===== config.mk =====
export PLATFORM = sky130hd
export DESIGN_NAME = mem_bus_arbiter
export DESIGN_NICKNAME = d
export VERILOG_FILES = /design/src/rtl/mem_bus_arbiter.sv
export SDC_FILE = /design/constraint.sdc
export NUM_CORES = 1
export LEC_CHECK = 0
export BUFFER_PORTS_ARGS = -buffer_cell sky130_fd_sc_hd__clkbuf_2
export CORE_AREA = 2 2 120 122
export DETAILED_ROUTE_END_ITERATION = 8
export DIE_AREA = 0 0 122 124
export GPL_ROUTABILITY_DRIVEN = 0
export PLACE_DENSITY = 0.71
export SLEW_MARGIN = 20
export SYNTH_ARGS = -nofsm -noshare
export SYNTH_HDL_FRONTEND = slang
export SYNTH_SLANG_ARGS = --single-unit

===== constraint.sdc =====
create_clock -name clk -period 3.2 [get_ports clk]
set_clock_uncertainty 0.2 [all_clocks]
set_input_delay 0.16 -clock clk [delete_from_list [all_inputs] [get_ports clk]]
set_output_delay 0.16 -clock clk [all_outputs]
set_load 0.01 [all_outputs]

===== src/rtl/mem_bus_arbiter.sv =====
// Two-master round-robin arbiter for the shared CPU memory/MMIO bus.
// Runs one transaction at a time with registered completion back to the masters and a per-transaction timeout.
module mem_bus_arbiter #(
  parameter int unsigned TIMEOUT_CYCLES = 256,
  parameter logic [31:0] ERR_RDATA      = 32'h0000_0000
) (
  input  logic        clk,
  input  logic        reset_n,

  input  logic        m0_valid,
  input  logic        m0_instr,
  input  logic [31:0] m0_addr,
  input  logic [31:0] m0_wdata,
  input  logic [3:0]  m0_wstrb,
  output logic        m0_ready,
  output logic [31:0] m0_rdata,

  input  logic        m1_valid,
  input  logic        m1_instr,
  input  logic [31:0] m1_addr,
  input  logic [31:0] m1_wdata,
  input  logic [3:0]  m1_wstrb,
  output logic        m1_ready,
  output logic [31:0] m1_rdata,

  output logic        bus_valid,
  output logic        bus_instr,
  output logic [31:0] bus_addr,
  output logic [31:0] bus_wdata,
  output logic [3:0]  bus_wstrb,
  input  logic        bus_ready,
  input  logic [31:0] bus_rdata,

  output logic        grant,
  output logic        timeout_err
);

  localparam int unsigned      CNT_W    = $clog2(TIMEOUT_CYCLES) + 1;
  localparam logic [CNT_W-1:0] CNT_LAST = CNT_W'(TIMEOUT_CYCLES - 1);

  typedef enum logic [1:0] {
    IDLE,
    ACTIVE,
    RESP
  } state_t;

  state_t            state, state_nxt;
  logic              grant_nxt;
  logic              last_grant, last_grant_nxt;
  logic [CNT_W-1:0]  cnt, cnt_nxt;
  logic              to_flag, to_flag_nxt;
  logic [31:0]       m0_rdata_nxt, m1_rdata_nxt;

  // NOTE: reset is synchronous, so only clk appears in the sensitivity list;
  // all state uses non-blocking assignments so every flop samples pre-edge values.
  always_ff @(posedge clk) begin
    if (!reset_n) begin
      state      <= IDLE;
      grant      <= 1'b0;
      last_grant <= 1'b1;
      cnt        <= '0;
      to_flag    <= 1'b0;
      m0_rdata   <= '0;
      m1_rdata   <= '0;
    end else begin
      state      <= state_nxt;
      grant      <= grant_nxt;
      last_grant <= last_grant_nxt;
      cnt        <= cnt_nxt;
      to_flag    <= to_flag_nxt;
      m0_rdata   <= m0_rdata_nxt;
      m1_rdata   <= m1_rdata_nxt;
    end
  end

  // NOTE: every output of this block gets a hold-value default first so no
  // path through the case statement can infer a latch.
  always_comb begin
    state_nxt      = state;
    grant_nxt      = grant;
    last_grant_nxt = last_grant;
    cnt_nxt        = cnt;
    to_flag_nxt    = to_flag;
    m0_rdata_nxt   = m0_rdata;
    m1_rdata_nxt   = m1_rdata;

    case (state)
      IDLE: begin
        if (m0_valid || m1_valid) begin
          // A tie goes to whoever did not own the previous transaction.
          if (m0_valid && m1_valid) grant_nxt = ~last_grant;
          else                      grant_nxt = m1_valid;
          last_grant_nxt = grant_nxt;
          cnt_nxt        = '0;
          to_flag_nxt    = 1'b0;
          state_nxt      = ACTIVE;
        end
      end

      ACTIVE: begin
        // A slave answer on the expiry cycle still counts as a normal completion.
        if (bus_ready) begin
          if (grant) m1_rdata_nxt = bus_rdata;
          else       m0_rdata_nxt = bus_rdata;
          to_flag_nxt = 1'b0;
          state_nxt   = RESP;
        end else if (cnt == CNT_LAST) begin
          if (grant) m1_rdata_nxt = ERR_RDATA;
          else       m0_rdata_nxt = ERR_RDATA;
          to_flag_nxt = 1'b1;
          state_nxt   = RESP;
        end else begin
          cnt_nxt = cnt + CNT_W'(1);
        end
      end

      RESP:    state_nxt = IDLE;
      default: state_nxt = IDLE;
    endcase
  end

  // The bus side is driven only while a transaction owns it; zeros otherwise.
  always_comb begin
    bus_valid = 1'b0;
    bus_instr = 1'b0;
    bus_addr  = '0;
    bus_wdata = '0;
    bus_wstrb = '0;
    if (state == ACTIVE) begin
      bus_valid = 1'b1;
      if (grant) begin
        bus_instr = m1_instr;
        bus_addr  = m1_addr;
        bus_wdata = m1_wdata;
        bus_wstrb = m1_wstrb;
      end else begin
        bus_instr = m0_instr;
        bus_addr  = m0_addr;
        bus_wdata = m0_wdata;
        bus_wstrb = m0_wstrb;
      end
    end
  end

  // Completion outputs decode straight from flops, so they are glitch-free pulses.
  assign m0_ready    = (state == RESP) && !grant;
  assign m1_ready    = (state == RESP) &&  grant;
  assign timeout_err = (state == RESP) &&  to_flag;

endmodule


==> impl_table.tex <==
\begin{tabular}{lr}
\hline
Metric & Value \\
\hline
\multicolumn{2}{l}{\textbf{Drt}} \\
\quad Routed vias/inst & 4.90 \\
\quad Iteration-0 DRC count of the detailed router & approximately 330 \\
\quad DRC Markers & 0 \\
\quad Post-Route WL & 17.8 mm \\
\quad Total iterations of the first detailed-routing run & 5 \\
\quad Residual antenna-violating net count after detailed routing & 0 \\
\quad Final routed wire length divided by cell count & between 15 and 20 microns \\
\quad Total number of vias & between 5000 and 6000 \\
\multicolumn{2}{l}{\textbf{Clocking}} \\
\quad H-tree level count & 3 \\
\quad Number of clock sinks seen by CTS & 78 \\
\quad Root buffer cell & sky130\_fd\_sc\_hd\_\_clkbuf\_16 \\
\quad Insertion delay to the later sink of the worst-skew pair & around 330 ps \\
\quad Post-CTS clock slew at the launch and capture registers of the worst setup and hold paths & 60 ps \\
\quad Clock buffers created by TritonCTS & 9 \\
\quad CTS tree & yes \\
\quad Post-cts sizing count & 0 \\
\quad Maximum number of buffers from clock root to sink & 2 \\
\multicolumn{2}{l}{\textbf{Timing}} \\
\quad Hold violation total from the final report & 0 \\
\quad PnR worst setup slack & 580 ps \\
\quad Worst-Margin Slew & 902 ps \\
\quad Final setup TNS & 0 ps \\
\quad Number of max-slew violations in the final report & 0 \\
\quad RSZ-0062 raised after global routing & false \\
\quad Final clock period utilization by the worst path & about 80\% \\
\quad Post-layout minimum cycle time & 2620 ps \\
\quad Final setup fails & 0 \\
\quad Relative slew margins & 39.9\% \\
\quad Achievable Freq & between 300 and 400 MHz \\
\multicolumn{2}{l}{\textbf{Synthesis}} \\
\quad Netlist area before placement & around 4000 sq um \\
\quad Post-Synth XOR/XNOR Area & 0\% \\
\quad Post-synthesis mux area share & about 17\% \\
\quad Synth Area per Inst & just under 8 sq um \\
\quad Synth Area in Compound Gates & between 10\% and 20\% \\
\quad Sequential fraction of the synthesis area & approximately two fifths \\
\quad Syn nets & 701 \\
\quad Post-synth top area cell & sky130\_fd\_sc\_hd\_\_dfxtp\_1 \\
\quad Adder-Cell Fraction of Synth Area & less than 1\% \\
\quad Share of synthesized cell area in and, or, nand and nor gates & 26.6\% \\
\quad Synthesized instance count & between 500 and 600 \\
\quad Proportion of netlist area held by the largest area contributor & between 30\% and 40\% \\
\quad Unique masters post-synth & 32 \\
\quad Post-synthesis sequential element count & about 80 \\
\quad Number of warnings reported in the yosys synthesis log & 0 \\
\quad Largest family of logic cells by synthesized area & simple AND/OR/NAND/NOR gates \\
\quad Largest cells by area after synthesis & sky130\_fd\_sc\_hd\_\_dfxtp\_1 (39\%), sky130\_fd\_sc\_hd\_\_mux2i\_1 (17\%), sky130\_fd\_sc\_hd\_\_a21oi\_1 (8.3\%) \\
\multicolumn{2}{l}{\textbf{Run}} \\
\quad Max Cap Viol & 0 \\
\multicolumn{2}{l}{\textbf{Floorplanning}} \\
\quad Number of primary I/O pins & around 310 \\
\quad Die footprint & approximately 15000 sq um \\
\quad Initial standard-cell utilization of the core & about 29\% \\
\quad Placeable core region & $\sim$14000 sq um \\
\quad Site Rows & between 40 and 50 \\
\quad Die Span Y & about 120 microns \\
\quad Die X & $\sim$120 microns \\
\multicolumn{2}{l}{\textbf{Power and ir drop}} \\
\quad Logic pwr share & a little over a fifth \\
\quad Leakage dissipation & about 3.0 nW \\
\quad Internal power & just over 2 mW \\
\quad Sequential share of power & a little under two fifths \\
\quad Total power consumption of the routed design & between 2 and 3 mW \\
\quad Worst vdd ir & roughly 0.26 mV \\
\quad Share of power burned in the clock network & between 40 and 50\% \\
\quad Net switching share of the total power & 27.1\% \\
\quad Cell Pwr Density & approximately 430 nW/um\^{}2 \\
\quad Sw power & between 700 and 800 uW \\
\multicolumn{2}{l}{\textbf{Placement}} \\
\quad Number of buffers added on ports & about 310 \\
\quad Pre-CTS setup slack & around 600 ps \\
\quad Detailed placer's ending HPWL & $\sim$14 mm \\
\multicolumn{2}{l}{\textbf{Worst setup path}} \\
\quad Data required, critical path & roughly 3300 ps \\
\quad CP bufs+invs & 0 \\
\quad CP dominant cell by count & sky130\_fd\_sc\_hd\_\_ha\_1 \\
\quad Worst-path cell with the longest stage delay & sky130\_fd\_sc\_hd\_\_or4\_1 \\
\quad Critical-path cell list & ha\_1 -> nand3\_1 -> nor2\_1 -> ha\_1 -> or2\_1 -> a211o\_1 -> or4\_1 -> a21oi\_1 \\
\quad Crit start category & flip-flop \\
\quad Gate family responsible for the most delay along the worst path & simple AND/OR/NAND/NOR gates \\
\quad Arrival time of the worst setup path & about 2700 ps \\
\quad Classification of the worst setup path & flip-flop to flip-flop \\
\quad Setup crit end kind & flip-flop \\
\quad Biggest fanout along the worst timing path & 15 \\
\quad Biggest cell delay along the critical path & around 500 ps \\
\multicolumn{2}{l}{\textbf{Global route}} \\
\quad All-layer global routing usage & between 20\% and 30\% \\
\quad Total grt overflow & 0 \\
\quad Via count of the first global-routing pass & about 4600 \\
\quad Wire length of the first global-routing pass & about 26 mm \\
\quad Largest net degree at the start of global routing & 66 \\
\quad Number of antenna violations at the first check in global routing & 4 \\
\multicolumn{2}{l}{\textbf{Finish}} \\
\quad Net count reported at finish & approximately 1000 \\
\quad Fraction of final layout cells with drive strength greater than 1 & between 40\% and 50\% \\
\quad Area grow syn2layout & 60.1\% \\
\quad Fillcell total & 1390 \\
\multicolumn{2}{l}{\textbf{Worst hold path}} \\
\quad Worst min path class & primary input to flip-flop \\
\multicolumn{2}{l}{\textbf{Run status}} \\
\quad Result of the run & finished, final reports clean \\
\hline
\end{tabular}
[tightest hold or removal path, delay by kind of cell]
kind                   cells  cell delay, ps
buffers and inverters      1             110
AND/OR/NAND/NOR            2             240
[cells in the final DEF (no fill, tap or decap), types with 2 or more instances in the layout]
cell type	count
sky130_fd_sc_hd__clkbuf_16	9
sky130_fd_sc_hd__o31a_1	2
sky130_fd_sc_hd__inv_2	2
sky130_fd_sc_hd__buf_4	13
sky130_fd_sc_hd__nand2_1	72
sky130_fd_sc_hd__ha_1	2
sky130_fd_sc_hd__dlygate4sd3_1	36
sky130_fd_sc_hd__dfxtp_1	77
sky130_fd_sc_hd__nand3_1	37
sky130_fd_sc_hd__inv_1	2
sky130_fd_sc_hd__nor2_1	80
sky130_fd_sc_hd__nor3_1	3
sky130_fd_sc_hd__mux2i_1	70
sky130_fd_sc_hd__nand4_1	34
sky130_fd_sc_hd__bufinv_16	3
sky130_fd_sc_hd__o31ai_1	3
sky130_fd_sc_hd__or4_1	4
sky130_fd_sc_hd__a21oi_1	67
sky130_fd_sc_hd__a22oi_1	2
sky130_fd_sc_hd__diode_2	4
sky130_fd_sc_hd__and3b_1	2
sky130_fd_sc_hd__clkbuf_2	312
sky130_fd_sc_hd__o211ai_1	3
[per-layer routing]
metal | share of wire, % | wire (microns) | GRT usage, %
met4 | 2.0 | 350 | 9.63
met2 | 50 | 8830 | 38.0
met1 | 39 | 6960 | 26.0
met5 | 0 | 0 | 0
met3 | 9.1 | 1610 | 7.78
[repair_timing]
item | 4_1_cts | 5_1_grt
hold buffers | 36 | 0
hold endpoints to repair | 66 | 0
setup buffers | 0 | 0
[sequential cells by signal, summed over array words and instances (netlist names)]
signal	flops
m0_rdata	32
m1_rdata	32
cnt	9
to_flag	1
last_grant	1
state	2
grant	1
[through the flow]
step,std cells,hold WS (ps),util (%),area [sq um]
final,1036,25.2,47.0,6450
after global routing,1035,80.2,47.0,6450
after CTS,1032,8.56,47.0,6440
after detailed placement,980,220,41.8,5730
after global placement,980,201,41.8,5730
after floorplan,524,48.9,-,4030
[power by group through the flow]
stage	clock [mW]	combinational, mW	sequential, mW
finish	1.18	0.592	1.03
global route	1.24	0.646	1.03
CTS	1.20	0.594	1.03
detailed placement	0	0.554	1.05
global placement	0	0.552	1.05
floorplan	0	0.294	1.03
[layout make-up]
| cell class | instances | area [sq um] | share of cell area [%] |
|---|---|---|---|
| tap | 180 | 225 | 3.49 |
| timing repair buffer | 361 | 2020 | 31.3 |
| antenna | 4 | 10.0 | 0.155 |
| sequential | 78 | 1570 | 24.3 |
| multi-input combinational | 393 | 2270 | 35.2 |
| clock inverter | 5 | 106 | 1.65 |
| clock buffer | 11 | 243 | 3.76 |
| inverter | 4 | 15.0 | 0.233 |
[synthesized netlist by cell type, drive strengths merged]
| master | n |
|---|---|
| o21ai | 1 |
| o31ai | 3 |
| nor3b | 1 |
| a211o | 1 |
| o211a | 1 |
| o31a | 2 |
| o211ai | 3 |
| nor2 | 80 |
| or4 | 4 |
| buf | 19 |
| nand2 | 72 |
| a21oi | 67 |
| or2 | 1 |
| nor4 | 1 |
| and3b | 2 |
| inv | 4 |
| nand4 | 34 |
| or3 | 1 |
| nand2b | 1 |
| o21a | 1 |
| clkbuf | 30 |
| ha | 2 |
| dfxtp | 78 |
| a211oi | 1 |
| mux2i | 70 |
| nor3 | 4 |
| nand3 | 37 |
| a22oi | 2 |
| a32oi | 1 |
[final timing paths]
| check | start | end | slack, ps | depth (start not counted) |
|---|---|---|---|---|
| worst min-delay path | bus_ready | state[1] | 30 | 3 |
| worst max register to register | cnt[0] | cnt[5] | 580 | 8 |
| worst max-delay path | cnt[0] | cnt[5] | 580 | 8 |
| worst min register to register | m0_rdata[2] | m0_rdata[2] | 250 | 2 |
[logic make-up after synthesis]
group / after synthesis
buffers and inverters: 53
flip-flops: 78
AO/OA/AOI/OAI: 83
AND/OR/NAND/NOR: 238
adder cells (fa/ha/maj): 2
multiplexers: 70
No activity file was read; power rests on OpenSTA's default activity.
